==> config.mk <==
export PLATFORM = sky130hd
export DESIGN_NAME = hazard_scoreboard_flat
export DESIGN_NICKNAME = d
export VERILOG_FILES = /design/src/rtl/hazard_scoreboard_pkg.sv /design/src/rtl/hazard_scoreboard_if.sv /design/src/rtl/hazard_scoreboard_pend_counter.sv /design/src/rtl/hazard_scoreboard.sv /design/src/flat_wrapper.sv
export SDC_FILE = /design/constraint.sdc
export NUM_CORES = 1
export LEC_CHECK = 0
export CAP_MARGIN = 10
export CORE_UTILIZATION = 65
export CTS_CLUSTER_SIZE = 14
export DETAILED_ROUTE_END_ITERATION = 8
export PLACE_DENSITY = 0.86
export SYNTH_ARGS = -nofsm -noshare
export SYNTH_HDL_FRONTEND = slang
export SYNTH_SLANG_ARGS = --single-unit
==> constraint.sdc <==
create_clock -name clk -period 7.38 [get_ports clk]
set_input_delay 1.107 -clock clk [delete_from_list [all_inputs] [get_ports clk]]
set_output_delay 1.107 -clock clk [all_outputs]
set_load 0.01 [all_outputs]
==> src/rtl/hazard_scoreboard_pkg.sv <==
// hazard_pkg: shared defaults and types for the hazard scoreboard.
//   NREG_DEF / AW_DEF / LATW_DEF / NRD_DEF / WB_LAT_DEF : parameter defaults
//   LAT_ALU / LAT_LOAD : latency encodings driven on wr_lat by the decoder
//   regnum_t / lat_t   : register-number and latency field types
package hazard_pkg;

  localparam int NREG_DEF   = 32;
  localparam int AW_DEF     = 5;
  localparam int LATW_DEF   = 3;
  localparam int NRD_DEF    = 2;
  localparam int WB_LAT_DEF = 3;

  typedef logic [AW_DEF-1:0]   regnum_t;
  typedef logic [LATW_DEF-1:0] lat_t;

  localparam lat_t LAT_ALU  = 3'd1;
  localparam lat_t LAT_LOAD = 3'd2;

endpackage

==> src/rtl/hazard_scoreboard_if.sv <==
// hazard_scoreboard_if: ID-stage <-> scoreboard bundle.
//   master : ID stage, drives the instruction fields and flush, sees the verdict
//   slave  : scoreboard, returns stall/issue (combinational) and busy/stall_cnt
interface hazard_scoreboard_if
  import hazard_pkg::*;
#(
  parameter int AW   = AW_DEF,
  parameter int NRD  = NRD_DEF,
  parameter int LATW = LATW_DEF
);

  logic                   id_valid;
  logic [NRD-1:0][AW-1:0] rd_num;
  logic [NRD-1:0]         rd_used;
  logic                   wr_en;
  logic [AW-1:0]          wr_num;
  logic [LATW-1:0]        wr_lat;
  logic                   flush;
  logic                   stall;
  logic                   issue;
  logic                   busy;
  logic [31:0]            stall_cnt;

  modport master (
    output id_valid, rd_num, rd_used, wr_en, wr_num, wr_lat, flush,
    input  stall, issue, busy, stall_cnt
  );

  modport slave (
    input  id_valid, rd_num, rd_used, wr_en, wr_num, wr_lat, flush,
    output stall, issue, busy, stall_cnt
  );

endinterface

==> src/rtl/hazard_scoreboard_pend_counter.sv <==
// pend_counter: one register's result-latency countdown.
//   clk, rst  : clock, synchronous active-high reset (clears the count)
//   load_en   : an instruction writing this register issues this cycle
//   load_lat  : its latency in cycles
//   pend      : current countdown; nonzero means the value is not yet readable
//   pend_nxt  : value the countdown takes at the next edge (ignoring rst)
// The issue cycle itself is the first latency cycle, so a latency L leaves
// L-1 visible in the cycle after issue: ALU (1) never blocks a consumer,
// a load (2) blocks exactly one.
module pend_counter
  import hazard_pkg::*;
#(
  parameter int LATW = LATW_DEF
) (
  input  logic            clk,
  input  logic            rst,
  input  logic            load_en,
  input  logic [LATW-1:0] load_lat,
  output logic [LATW-1:0] pend,
  output logic [LATW-1:0] pend_nxt
);

  localparam logic [LATW-1:0] ZERO = {LATW{1'b0}};
  localparam logic [LATW-1:0] ONE  = {{(LATW-1){1'b0}}, 1'b1};

  logic [LATW-1:0] pend_r;
  logic [LATW-1:0] dec_s;
  logic [LATW-1:0] ld_dec_s;
  logic [LATW-1:0] nxt_s;

  function automatic logic [LATW-1:0] sat_dec(input logic [LATW-1:0] v);
    if (v != ZERO) begin
      sat_dec = v - ONE;
    end else begin
      sat_dec = ZERO;
    end
  endfunction

  // Next count: decrement, and on a new write keep the later of old and new.
  always_comb begin
    dec_s    = sat_dec(pend_r);
    ld_dec_s = sat_dec(load_lat);
    nxt_s    = dec_s;
    if (load_en && (ld_dec_s > dec_s)) begin
      nxt_s = ld_dec_s;
    end else begin
      nxt_s = dec_s;
    end
  end

  // Countdown register.
  always_ff @(posedge clk) begin
    if (rst) begin
      pend_r <= ZERO;
    end else begin
      pend_r <= nxt_s;
    end
  end

  assign pend     = pend_r;
  assign pend_nxt = nxt_s;

endmodule

==> src/rtl/hazard_scoreboard.sv <==
// hazard_scoreboard: RAW interlock for an in-order ID stage.
//   clk, rst     : clock, synchronous active-high reset
//   hs (slave)   : id_valid, rd_num/rd_used (NRD sources), wr_en/wr_num/wr_lat,
//                  flush in; stall, issue (combinational), busy, stall_cnt
//                  (registered) out
// stall/issue look only at the current countdowns and the ID fields, never at
// their own outputs, so there is no combinational loop through the pipeline.
module hazard_scoreboard
  import hazard_pkg::*;
#(
  parameter int NREG   = NREG_DEF,
  parameter int AW     = AW_DEF,
  parameter int NRD    = NRD_DEF,
  parameter int LATW   = LATW_DEF,
  parameter int FWD_EN = 1,
  parameter int WB_LAT = WB_LAT_DEF
) (
  input  logic               clk,
  input  logic               rst,
  hazard_scoreboard_if.slave hs
);

  localparam logic [LATW-1:0] ZERO_LAT = {LATW{1'b0}};
  localparam logic [31:0]     CNT_MAX  = 32'hFFFF_FFFF;
  localparam logic [31:0]     CNT_ONE  = 32'h0000_0001;

  logic [LATW-1:0] pend_s     [NREG];
  logic [LATW-1:0] pend_nxt_s [NREG];
  logic [NRD-1:0]  hit_s;
  logic            stall_s;
  logic            issue_s;
  logic [LATW-1:0] load_lat_s;
  logic            busy_nxt_s;
  logic            busy_r;
  logic [31:0]     stall_cnt_r;

  // $0 is hardwired, so it can never be pending.
  assign pend_s[0]     = ZERO_LAT;
  assign pend_nxt_s[0] = ZERO_LAT;

  for (genvar r = 1; r < NREG; r++) begin : g_pend
    logic load_sel_s;
    assign load_sel_s = issue_s && hs.wr_en && (hs.wr_num == AW'(r));
    pend_counter #(.LATW(LATW)) u_pend (
      .clk      (clk),
      .rst      (rst),
      .load_en  (load_sel_s),
      .load_lat (load_lat_s),
      .pend     (pend_s[r]),
      .pend_nxt (pend_nxt_s[r])
    );
  end

  for (genvar p = 0; p < NRD; p++) begin : g_port
    assign hit_s[p] = hs.rd_used[p] && (pend_s[hs.rd_num[p]] != ZERO_LAT);
  end

  // Latency source: decoder-supplied with forwarding, fixed writeback otherwise.
  always_comb begin
    load_lat_s = ZERO_LAT;
    if (FWD_EN != 0) begin
      load_lat_s = hs.wr_lat;
    end else begin
      load_lat_s = LATW'(WB_LAT);
    end
  end

  // Issue decision; flush squashes the instruction and masks the stall.
  always_comb begin
    stall_s = 1'b0;
    issue_s = 1'b0;
    if (hs.id_valid && !hs.flush) begin
      stall_s = |hit_s;
      issue_s = ~(|hit_s);
    end else begin
      stall_s = 1'b0;
      issue_s = 1'b0;
    end
  end

  // busy reflects the countdowns that will be live after this edge.
  always_comb begin
    busy_nxt_s = 1'b0;
    for (int r = 0; r < NREG; r++) begin
      busy_nxt_s = busy_nxt_s | (pend_nxt_s[r] != ZERO_LAT);
    end
  end

  // busy register.
  always_ff @(posedge clk) begin
    if (rst) begin
      busy_r <= 1'b0;
    end else begin
      busy_r <= busy_nxt_s;
    end
  end

  // Saturating stall-cycle counter.
  always_ff @(posedge clk) begin
    if (rst) begin
      stall_cnt_r <= 32'h0000_0000;
    end else if (stall_s && (stall_cnt_r != CNT_MAX)) begin
      stall_cnt_r <= stall_cnt_r + CNT_ONE;
    end else begin
      stall_cnt_r <= stall_cnt_r;
    end
  end

  assign hs.stall     = stall_s;
  assign hs.issue     = issue_s;
  assign hs.busy      = busy_r;
  assign hs.stall_cnt = stall_cnt_r;

endmodule

==> src/flat_wrapper.sv <==
// flat-port wrapper written by rule: the top's interface ports become plain ports
module hazard_scoreboard_flat import hazard_pkg::*;
#(
  parameter int NREG   = NREG_DEF,
  parameter int AW     = AW_DEF,
  parameter int NRD    = NRD_DEF,
  parameter int LATW   = LATW_DEF,
  parameter int FWD_EN = 1,
  parameter int WB_LAT = WB_LAT_DEF
)
  (clk, rst, hs_id_valid, hs_rd_num, hs_rd_used, hs_wr_en, hs_wr_num, hs_wr_lat, hs_flush, hs_stall, hs_issue, hs_busy, hs_stall_cnt);
  hazard_scoreboard_if #(.AW(AW), .NRD(NRD), .LATW(LATW)) hs_i ();
  input  logic clk;
  input  logic rst;
  input wire logic [$bits(hs_i.id_valid)-1:0] hs_id_valid;
  input wire logic [$bits(hs_i.rd_num)-1:0] hs_rd_num;
  input wire logic [$bits(hs_i.rd_used)-1:0] hs_rd_used;
  input wire logic [$bits(hs_i.wr_en)-1:0] hs_wr_en;
  input wire logic [$bits(hs_i.wr_num)-1:0] hs_wr_num;
  input wire logic [$bits(hs_i.wr_lat)-1:0] hs_wr_lat;
  input wire logic [$bits(hs_i.flush)-1:0] hs_flush;
  output wire logic [$bits(hs_i.stall)-1:0] hs_stall;
  output wire logic [$bits(hs_i.issue)-1:0] hs_issue;
  output wire logic [$bits(hs_i.busy)-1:0] hs_busy;
  output wire logic [$bits(hs_i.stall_cnt)-1:0] hs_stall_cnt;
  assign hs_i.id_valid = hs_id_valid;
  assign hs_i.rd_num = hs_rd_num;
  assign hs_i.rd_used = hs_rd_used;
  assign hs_i.wr_en = hs_wr_en;
  assign hs_i.wr_num = hs_wr_num;
  assign hs_i.wr_lat = hs_wr_lat;
  assign hs_i.flush = hs_flush;
  assign hs_stall = hs_i.stall;
  assign hs_issue = hs_i.issue;
  assign hs_busy = hs_i.busy;
  assign hs_stall_cnt = hs_i.stall_cnt;
  hazard_scoreboard #(.NREG(NREG), .AW(AW), .NRD(NRD), .LATW(LATW), .FWD_EN(FWD_EN), .WB_LAT(WB_LAT)) u_core (.clk(clk), .rst(rst), .hs(hs_i));
endmodule
# Word-level counts from Yosys, hierarchy flattened
# Index checks and enable logic that the tools add are counted.
dict set report op_classes {
  mux 71
  magnitude_cmp 33
  n_reduce_logical 134
  n_addsub 33
  n_bitwise 33
  n_eq_ne 32
}
# op count
set ops {}
lappend ops {{$mux W3} 67}
lappend ops {{$reduce_bool A3 Y1} 65}
lappend ops {{$sub A3 B1 Y3 const B} 32}
lappend ops {{$gt A3 B3 Y1} 31}
lappend ops {{$eq A5 B5 Y1 const B} 16}
lappend ops {{$logic_and A1 B1 Y1} 67}
lappend ops {{$eq A5 B4 Y1 const B} 8}
lappend ops {{$add A32 B1 Y32 const B} 1}
lappend ops {{$ne A32 B32 Y1 const B} 1}
lappend ops {{$bmux W3 S5} 2}
lappend ops {{$or A1 B1 Y1} 30}
lappend ops {{$eq A5 B3 Y1 const B} 4}
lappend ops {{$ge A6 B6 Y1 const B} 2}
lappend ops {{$not A5 Y6} 2}
lappend ops {{$eq A5 B2 Y1 const B} 2}
lappend ops {{$eq A5 B1 Y1 const B} 1}
lappend ops {{$mux W1} 2}
lappend ops {{$reduce_or A2 Y1} 1}
lappend ops {{$logic_not A1 Y1} 1}
lappend ops {{$not A1 Y1} 1}
dict set report word_totals {
  wordCells 369
  reg_bits 126
  input_bits 25
}

# Logic depth before layout (Yosys ltp)
# Gate-level depths: netlist of run 1.
dict set report logic_depth {
  word_depth 44
  mapped_depth 17
  mapped_depth_nobuf 15
}

# By module
# Synthesis of run 1 repeated with hierarchy kept, for this count alone.
dict set report hier_totals {
  hier_cells 1461
  hier_area_um2 11606.1
}
# module area_each_um2 seq_area_each_um2 cells_each instances
set modules_own_cells {}
lappend modules_own_cells {pend_counter 272.8 60.1 33 31}
lappend modules_own_cells {hazard_scoreboard 3150.5 660.6 438 1}

# Least setup slack after synthesis of run 1
# OpenSTA, ideal clock, no wires.
dict set report synth_path {
  path_type {input port to flip-flop}
  startpoint {in hs_wr_lat[1]}
  endpoint {reg u_core.busy_r (netlist: u_core.hs.busy)}
  n_path_buf 2
  stages 17
  slack_ps 2437
  setup_time_ps 138
  arrival_time_ps 4805
  cell_sequence {nor2_1 -> nand2_1 -> and2_1 -> clkbuf_1 -> inv_1 -> clkbuf_1 -> ha_1 -> nor2b_1 -> o21a_1 -> o21bai_1 -> nand2_1 -> or4bb_1 -> a21oi_1 -> o21bai_1 -> a2111oi_0 -> and4_1 -> a41oi_1}
}
dict set report synth_between {
  elab_chain_len 36
  word_cells_on_any_way 157
}
# element line
set synth_lines {}
lappend synth_lines {{start: declaration} flat_wrapper.sv:20} ;# input wire logic [$bits(hs_i.wr_lat)-1:0] hs_wr_lat;
lappend synth_lines {{$sub A3 B1 Y3 / $reduce_bool A3 Y1 (equally long branches)} {hazard_scoreboard_pend_counter.sv:33, hazard_scoreboard_pend_counter.sv:32}}
lappend synth_lines {{$mux W3 (*)} hazard_scoreboard_pend_counter.sv:32} ;# if (v != ZERO) begin
lappend synth_lines {{$gt A3 B3 Y1} hazard_scoreboard_pend_counter.sv:44} ;# if (load_en && (ld_dec_s > dec_s)) begin
lappend synth_lines {{$logic_and A1 B1 Y1} hazard_scoreboard_pend_counter.sv:44}
lappend synth_lines {{$mux W3} hazard_scoreboard_pend_counter.sv:44}
lappend synth_lines {{$reduce_bool A3 Y1} hazard_scoreboard.sv:85} ;# busy_nxt_s = busy_nxt_s | (pend_nxt_s[r] != ZERO_LAT);
lappend synth_lines {{$or A1 B1 Y1 (29 in series)} hazard_scoreboard.sv:85}
lappend synth_lines {{$or A1 B1 Y1 (*)} hazard_scoreboard.sv:85}
lappend synth_lines {{end signal: assignment} hazard_scoreboard.sv:94} ;# busy_r <= busy_nxt_s;
lappend synth_lines {{end: declaration} hazard_scoreboard.sv:34} ;# logic busy_r;
# Every way passes the cells marked *; elsewhere a longest branch is shown, timed or not.
# A chain may end at the register's enable or synchronous reset.

# Worst setup path after layout of run 1
dict set report layout_path {
  startpoint {in hs_rd_num[1]}
  endpoint {out hs_stall}
}
dict set report layout_between {
  elab_chain_len 8
}
# element line
set layout_lines {}
lappend layout_lines {{start: declaration} flat_wrapper.sv:16} ;# input wire logic [$bits(hs_i.rd_num)-1:0] hs_rd_num;
lappend layout_lines {{$not A5 Y6 (not written as such)} hazard_scoreboard.sv:55} ;# assign hit_s[p] = hs.rd_used[p] && (pend_s[hs.rd_num[p]] != ZERO_LAT);
lappend layout_lines {{$bmux W3 S5} hazard_scoreboard.sv:55}
lappend layout_lines {{$mux W3 (not written as such) (2 in series)} hazard_scoreboard.sv:55}
lappend layout_lines {{$reduce_bool A3 Y1} hazard_scoreboard.sv:55}
lappend layout_lines {{$logic_and A1 B1 Y1} hazard_scoreboard.sv:55}
lappend layout_lines {{$reduce_or A2 Y1} hazard_scoreboard.sv:73} ;# stall_s = |hit_s;
lappend layout_lines {{$mux W1} hazard_scoreboard.sv:72} ;# if (hs.id_valid && !hs.flush) begin
lappend layout_lines {{end: declaration} flat_wrapper.sv:22} ;# output wire logic [$bits(hs_i.stall)-1:0] hs_stall;
# No other way between the ends. The select of a mux whose other input is x is not followed.

==> results of run 1 <==
worst paths after layout:
kind                                         start                       to
setup reg to reg  u_core.g_pend[18].u_pend.pend[0]           u_core.hs.busy
setup / recovery                      hs_rd_num[1]                 hs_stall
hold / removal             u_core.hs.stall_cnt[29]  u_core.hs.stall_cnt[29]
hold reg to reg            u_core.hs.stall_cnt[29]  u_core.hs.stall_cnt[29]
worst max-delay path: stages:
cell and delay (ps):
clkdlybuf4s50_1 1200, nor4b_1 350, nor4_1 90, nor4_1 460, a211oi_1 200, a211oi_2 980, nor2_1 150, clkdlybuf4s50_1 530
stage by stage:
step / utilization [%] / worst slack [ps] / power (uW)
after CTS: 74.98 / 1356 / 1709
after detailed placement: 71.57 / 1309 / 928.1
after floorplan: - / 2437 / 849.6
after global routing: 74.98 / 1040 / 1762
after global placement: 71.57 / 1432 / 919.7
final: 74.98 / 1187 / 1720
cells in the mapped netlist, types with 7 or more instances:
cell type / n
nor4_1: 25
mux2_2: 7
or2_2: 12
o21a_1: 18
nor4b_1: 8
o211ai_1: 11
o31ai_1: 10
nand4_1: 15
nor2_1: 202
o211a_1: 8
a21oi_1: 80
and2_1: 22
nand2b_1: 9
or3_1: 16
o2111ai_1: 7
nor2b_1: 38
inv_1: 139
o21ai_0: 74
a31oi_1: 10
clkbuf_1: 35
a211oi_1: 33
xnor2_1: 8
mux2i_1: 22
and3_1: 16
buf_2: 12
nor3_1: 45
nand3_1: 45
nand2_1: 71
ha_1: 156
xor2_1: 17
dfxtp_1: 126
state kept, by name (all words and copies together) (netlist names):
name                       cells
u_core.g_pend.u_pend.pend     93
u_core.hs.busy                 1
u_core.hs.stall_cnt           32
cells in the final DEF (no fill, tap or decap), types with 5 or more instances in the layout:
cell type | Yosys | final
nor2_1 | 202 | 201
ha_1 | 156 | 156
inv_1 | 139 | 138
dfxtp_1 | 126 | 126
a21oi_1 | 80 | 80
o21ai_0 | 74 | 74
nand2_1 | 71 | 71
clkdlybuf4s50_1 | 0 | 58
nor3_1 | 45 | 45
nand3_1 | 45 | 45
nor2b_1 | 38 | 38
a211oi_1 | 33 | 33
nor4_1 | 25 | 24
and2_1 | 22 | 22
mux2i_1 | 22 | 22
o21a_1 | 18 | 18
xor2_1 | 17 | 17
clkbuf_16 | 0 | 17
or3_1 | 16 | 16
and3_1 | 16 | 16
nand4_1 | 15 | 15
or2_2 | 12 | 12
buf_4 | 1 | 12
o211ai_1 | 11 | 11
a31oi_1 | 10 | 10
o31ai_1 | 10 | 10
nand2b_1 | 9 | 9
nor4b_1 | 8 | 8
o211a_1 | 8 | 8
xnor2_1 | 8 | 8
mux2_2 | 7 | 7
o2111ai_1 | 7 | 7
a311oi_1 | 6 | 6
nor3_2 | 6 | 6
o22ai_1 | 5 | 5
logic make-up (layout without fill, tap and decap cells):
kind of cell	Yosys count	count (layout)	share of synthesized area (%)
simple gates	544	544	25.45
compound gates	314	314	19.75
buf+inv	191	244	7.080
fa+ha+maj	156	156	18.41
flops	126	126	23.79
mux	32	32	3.457
xor+xnor	25	25	2.065
layer usage:
metal / track usage [%] / up-vias
met1: 51.51 / 5052
met5: 0 / -
met4: 26.81 / 0
li1: - / 5005
met3: 11.44 / 192
met2: 64.17 / 709
power by group:
part	internal [uW]	total, uW	leakage (uW)	switching, uW
Combinational	82.3	239	0.00365	157
Sequential	682	684	0.00101	2.10
Clock	448	797	0.000263	349
Total	1210	1720	0.00493	509
final cells by class:
cell class	count	share of cell area, %
Clock buffer	20	3.834
Clock inverter	12	0.7248
Inverter	140	4.412
Multi-Input combinational cell	1071	61.62
Sequential cell	126	21.18
Tap cell	216	2.269
Timing Repair Buffer	72	5.966
==> results.toml, run 1 <==
[finish]
synthToLayoutAreaGrowth_pct = 12.33
drive_gt1_share_pct = 5.829
area.sequential_sq_um = 2522
fillCellCount = 1261
diodes = 0
multiInputGateArea_sq_um = 7340
finalNonFillerCells = 1657
stdcell_area_sq_um = 11910
layout.nets = 1609

[sta]
fin_skew_ps = 7.843
slew_violations = 0
final.setup.tns_ps = 0
whs_ps = 522.9
period_share_pct = 83.92
slew-limit-headroom_pct = 22.58
fin_crit_ps = 6193
worst_pin_slew_ps = 1159
rsz0062_at_grt = "false"
hold_viol_final = 0
setup_viol = 0
fmax_mhz = 161.5

[setup_path]
crit_required_ps = 6270
crit_type = "input port to output pin"
crit_path_max_fanout = 28
startpoint_type = "input port"
critPathArrivalTime_ps = 5090
reg2reg_depth = 10
ff2ff_setup_slack_ps = 2510
endpoint_kind = "output pin"

[clock_network]
htreeDepth = 4
clkLatencyLatePin_ps = 440
cts_root_buffer = "clkbuf_16"
clockBufferDepth = 2
numCtsBuffers = 17
cts_resized = 0
cts_setup_buffers = 0
tritoncts = "built"
path_clk_slew_ps = 60
hold_buffers = 0
cts_sinks = 126

[synthesis]
async_reset_ff_share_pct = 0
avgSynthCellArea_sq_um = 7.640
synthFlopType = "dfxtp_1"
synth_seq_area_share_pct = 23.79
synth_edf_count = 0
yosys_warnings = 0
yosys-top-cells-area = "dfxtp_1 24%, ha_1 18%, nor2_1 7.2%"
postSynthCellCount = 1388
synth-seq-cells = 126
synth_top_area_cell = "dfxtp_1"
ys_types = 74
synth_top_area_share_pct = 23.79
synth_nets = 1569
syn_area_sq_um = 10600

[grt]
gr-total-overflow = 0
grt_pass1_wl_um = 53470
antenna_found_initial = 0
grt_pass1_vias = 10230
grtUsageTotal_pct = 41.72
grt_max_degree = 94

[min_path]
hold_class = "register to register"
holdPathStages = 2

[route]
avgRoutedWirePerCell_um = 20.84
drc = 0
post_drt_via_cell_ratio = 6.613
ant_nets = 0
first_pass_iters = 7
top_layer_used = "met4"
met1Wirelength_um = 13410
met2WireLength_um = 14970
wirelength_um = 34520
drt_iter0_drc = 1346
vias = 10960
wl_met3_um = 4157

[die]
pin_count = 60
core.rowCount = 46
die_h_um = 129.7
die_area_sq_um = 16830
die_width_um = 129.7
core_area_sq_um = 15890
start_util_pct = 66.75

[power_and_ir_drop]
p_per_area_nw_per_um2 = 144.4
leakagePower_uw = 0.004930
peakVddDrop_uv = 163.0

[place]
routabilityCongestion = 1.029
dp_hpwl_um = 25010
place_area_sq_um = 11370
port_buffers = 59
dp_cells = 1625

[status]
outcome = "finished, final reports clean"

[run]
drv_cap = 0
(Power assumes the default switching activity.)
==> run 2: changes to the inputs <==
CORE_UTILIZATION = 56   (was 65)
PLACE_DENSITY = 0.78   (was 0.86)
clock period = 5.1 ns   (was 7.38 ns; I/O delays follow)
==> run 2 against run 1 <==
Effect of this change:
- critical path depth is 1 higher
- first-iteration DRC count shrank 7.6%
- cell count is 3.0% higher
- sequential share of layout area fell by 0.54 points
- critical path type unchanged
- worst setup slack got worse by 800 ps
- via count shrank 1.4%
- sequential power increased by 45%
- power grew 51%
- core utilization decreased by 8.1 points
- clock power is 54% higher
==> results.toml, run 2 (synthesis results as in run 1) <==
[clock_network]
cts_resized = 0
tritoncts = "built"
htreeDepth = 4
cts_sinks = 126
cts_setup_buffers = 0
clkLatencyLatePin_ps = 440
cts_root_buffer = "clkbuf_16"
path_clk_slew_ps = 60
numCtsBuffers = 17
hold_buffers = 0
clockBufferDepth = 2

[power_and_ir_drop]
p_comb_share_pct = 14.4
seqPwrFrac_pct = 38.2
p_total_uw = 2590
sw_frac_of_total_pct = 30.08
p_per_area_nw_per_um2 = 211.9
clockPowerShare_pct = 47.4
switchingPower_uw = 778.9
peakVddDrop_uv = 243.6
leakagePower_uw = 0.005115
p_int_uw = 1811

[die]
die_h_um = 139.6
start_util_pct = 58.04
core_area_sq_um = 18270
die_area_sq_um = 19490
core.rowCount = 49
die_width_um = 139.6
pin_count = 60

[setup_path]
endpoint_kind = "output pin"
crit_type = "input port to output pin"
critPathArrivalTime_ps = 3950
ff2ff_setup_slack_ps = 810
crit_path_max_fanout = 20
crit_required_ps = 4340
startpoint_type = "input port"

[route]
ant_nets = 0
drc = 0
first_pass_iters = 7
drt_iter0_drc = 1244
vias = 10800
wirelength_um = 34790
avgRoutedWirePerCell_um = 20.39
post_drt_via_cell_ratio = 6.331

[run]
drv_cap = 0

[sta]
setup_viol = 0
fin_skew_ps = 10.92
slew-limit-headroom_pct = 48.25
hold_viol_final = 0
fmax_mhz = 212.0
period_share_pct = 92.47
slew_violations = 0
whs_ps = 514.5
rsz0062_at_grt = "false"
fin_crit_ps = 4716
worst_pin_slew_ps = 773.3
final.setup.tns_ps = 0

[min_path]
hold_class = "register to register"

[status]
outcome = "finished, final reports clean"

[finish]
largest_register_ffs = 93
layout_commonest_cell = "nor2_1"
drive_gt1_share_pct = 8.062
stdcell_area_sq_um = 12220
fillCellCount = 1574
mostFrequentLayoutCells = "201 x nor2_1, 156 x ha_1, 138 x inv_1"
synthToLayoutAreaGrowth_pct = 15.28
layout.nets = 1644

[grt]
antenna_found_initial = 1
grt_max_degree = 66
grt_pass1_vias = 10260
grtUsageTotal_pct = 36.35
grt_pass1_wl_um = 54800
gr-total-overflow = 0

[place]
place_area_sq_um = 11650
port_buffers = 59
dp_hpwl_um = 26130
routabilityCongestion = 1.068
run 2: cell count changes in the layout (fill, tap and decap cells not counted), sizes merged:
| cell | delta |
|---|---|
| buf | +35 |
| inv | +6 |
| clkinv | -5 |
| clkbuf | -2 |
| bufinv | +1 |
| diode | +1 |
run 2: layout make-up:
| type | instances | area, sq um | share of cell area, % |
|---|---|---|---|
| inverter | 140 | 525.5 | 4.299 |
| tap | 229 | 286.5 | 2.344 |
| sequential | 126 | 2522 | 20.63 |
| clock inverter | 14 | 145.1 | 1.187 |
| clock buffer | 18 | 429.2 | 3.511 |
| multi-input combinational | 1071 | 7340 | 60.04 |
| timing repair buffer | 107 | 973.4 | 7.963 |
| antenna | 1 | 2.502 | 0.02047 |
run 2: power by group through the flow:
stage / sequential (uW) / combinational, uW / clock [uW]
2_1_floorplan: 1010 / 219 / 0
3_3_place_gp: 1010 / 347 / 0
3_5_place_dp: 1010 / 359 / 0
4_1_cts: 989 / 363 / 1230
5_1_grt: 989 / 400 / 1280
6_report: 989 / 372 / 1230
run 2: layer usage:
| layer | wire [um] | track usage, % | up-vias |
|---|---|---|---|
| met2 | 15530 | 58.37 | 580 |
| met3 | 3258 | 8.087 | 131 |
| met4 | 1451 | 17.52 | 0 |
| li1 | - | - | 5061 |
| met1 | 14560 | 46.16 | 5029 |
| met5 | 0 | 0 | - |
run 2: path summary, 6_finish.rpt:
path	startpoint	to	cells after the start
hold reg to reg	u_core.hs.stall_cnt[31]	u_core.hs.stall_cnt[31]	2
setup / recovery	hs_rd_num[1]	hs_issue	9
hold / removal	u_core.hs.stall_cnt[31]	u_core.hs.stall_cnt[31]	2
setup reg to reg	u_core.g_pend[18].u_pend.pend[0]	u_core.hs.busy	11
run 2: through the flow:
stage          std cells  setup slack, ps  util (%)
6_report            1706            384.0     66.91
5_1_grt             1705            234.6     66.89
4_1_cts             1705            459.1     66.89
3_5_place_dp        1673            198.9     63.75
3_3_place_gp        1673            322.0     63.75
2_1_floorplan       1388            499.0         -
run 2: critical path: stages:
cell and delay (ps):
clkdlybuf4s50_1 670, buf_4 330, mux4_2 340, o311a_1 400, o311ai_2 160, o211ai_4 310, buf_4 290, nor2_1 110
clkdlybuf4s50_1 570
==> run 3: changes to the inputs <==
CORE_MARGIN = 4   (was not set)
==> run 3 against run 2 <==
Effect of this change:
- critical path type unchanged
- power increased by 1.2%
- final area increased by 0.51%
- hold slack got worse by 9.2 ps
- fmax decreased by 3.5%
- flip-flop and latch count is the same
- sequential share of layout area is 0.11 points lower
- worst setup slack got worse by 170 ps
- sequential power barely moved
- clock power hardly changed
==> results.toml, run 3 (synthesis results as in run 1) <==
[die]
start_util_pct = 56.88
die_h_um = 145.6
pin_count = 60
die_area_sq_um = 21200
die_width_um = 145.6
core_area_sq_um = 18640
core.rowCount = 50

[sta]
setup_viol = 0
final.setup.tns_ps = 0
fin_ws_ps = 211.4
hold_viol_final = 0
slew-limit-headroom_pct = 42.15
fmax_mhz = 204.6
slew_violations = 0
worst_pin_slew_ps = 867.8
fin_skew_ps = 7.880
rsz0062_at_grt = "false"
fin_crit_ps = 4889
period_share_pct = 95.85

[setup_path]
startpoint_type = "input port"
endpoint_kind = "output pin"
crit_required_ps = 4340
critPathArrivalTime_ps = 4120
ff2ff_setup_slack_ps = 1040
crit_path_max_fanout = 29
crit_type = "input port to output pin"

[grt]
grt_pass1_vias = 10230
gr-total-overflow = 0
grt_pass1_wl_um = 56580
grt_max_degree = 79
antenna_found_initial = 0
grtUsageTotal_pct = 33.42

[route]
drc = 0
vias = 10780
wirelength_um = 35970
first_pass_iters = 6
drt_iter0_drc = 1102
post_drt_via_cell_ratio = 6.299
avgRoutedWirePerCell_um = 21.02
ant_nets = 0

[clock_network]
clkLatencyLatePin_ps = 440
tritoncts = "built"
cts_setup_buffers = 0
htreeDepth = 4
cts_sinks = 126
cts_resized = 0
numCtsBuffers = 17
cts_root_buffer = "clkbuf_16"
clockBufferDepth = 2
hold_buffers = 0
path_clk_slew_ps = 60

[power_and_ir_drop]
p_per_area_nw_per_um2 = 213.4
leakagePower_uw = 0.005137
peakVddDrop_uv = 210.6

[finish]
multiInputGateArea_sq_um = 7340
layout_commonest_cell = "nor2_1"
stdcell_area_sq_um = 12290
final_core_util_pct = 65.91
diodes = 0
area.sequential_sq_um = 2522
drive_gt1_share_pct = 8.057
synthToLayoutAreaGrowth_pct = 15.87
mostFrequentLayoutCells = "201 x nor2_1, 156 x ha_1, 138 x inv_1"
finalNonFillerCells = 1711
layout.nets = 1645
largest_register_ffs = 93
fillCellCount = 1596

[min_path]
hold_class = "register to register"

[place]
dp_cells = 1679
dp_hpwl_um = 26840
place_ws_ps = 398.0
port_buffers = 59
routabilityCongestion = 1.037
place_area_sq_um = 11700

[status]
outcome = "finished, final reports clean"

[run]
drv_cap = 0
## run 3: cell count changes in the layout (fill, tap and decap cells not counted), sizes merged
cell and delta:
diode -1, clkbuf +1, buf +1, clkinv +1, inv -3, bufinv +1
## run 3: final cells by class
type,count,area share [%]
Timing Repair Buffer,108,8.289
Tap cell,234,2.383
Clock buffer,19,3.523
Sequential cell,126,20.53
Multi-Input combinational cell,1071,59.74
Clock inverter,13,1.263
Inverter,140,4.277
## run 3: path summary, 6_finish.rpt
kind / from / endpoint / cells after the start
min: u_core.hs.stall_cnt[31] / u_core.hs.stall_cnt[31] / 2
max reg2reg: u_core.g_pend[18].u_pend.pend[0] / u_core.hs.busy / 12
min reg2reg: u_core.hs.stall_cnt[31] / u_core.hs.stall_cnt[31] / 2
max: hs_rd_num[1] / hs_issue / 10
## run 3: power breakdown
group          internal, uW  total (uW)  switching [uW]
sequential              986         989            3.11
clock                   732        1260             529
combinational           137         372             235
total                  1860        2620             767
## run 3: per-stage QoR
| step | total power, uW | hold slack, ps |
|---|---|---|
| 2_1_floorplan | 1229 | 514.7 |
| 3_3_place_gp | 1363 | 491.7 |
| 3_5_place_dp | 1370 | 499.0 |
| 4_1_cts | 2617 | 509.8 |
| 5_1_grt | 2703 | 557.3 |
| 6_report | 2622 | 505.2 |
## run 3: metal layers
| metal | wire length, um | track usage, % | vias up |
|---|---|---|---|
| li1 | - | - | 5068 |
| met1 | 14610 | 41.63 | 5067 |
| met2 | 16030 | 53.07 | 510 |
| met3 | 3138 | 7.817 | 132 |
| met4 | 2192 | 19.33 | 0 |
| met5 | 0 | 0 | - |
## run 3: critical path, stage by stage
cell and delay (ps):
clkdlybuf4s50_1 550, buf_4 280, nor4_1 500, o311ai_0 170
nor3_1 320, a211o_1 230, o211ai_4 200, buf_12 250
nor2_1 230, clkdlybuf4s50_1 600
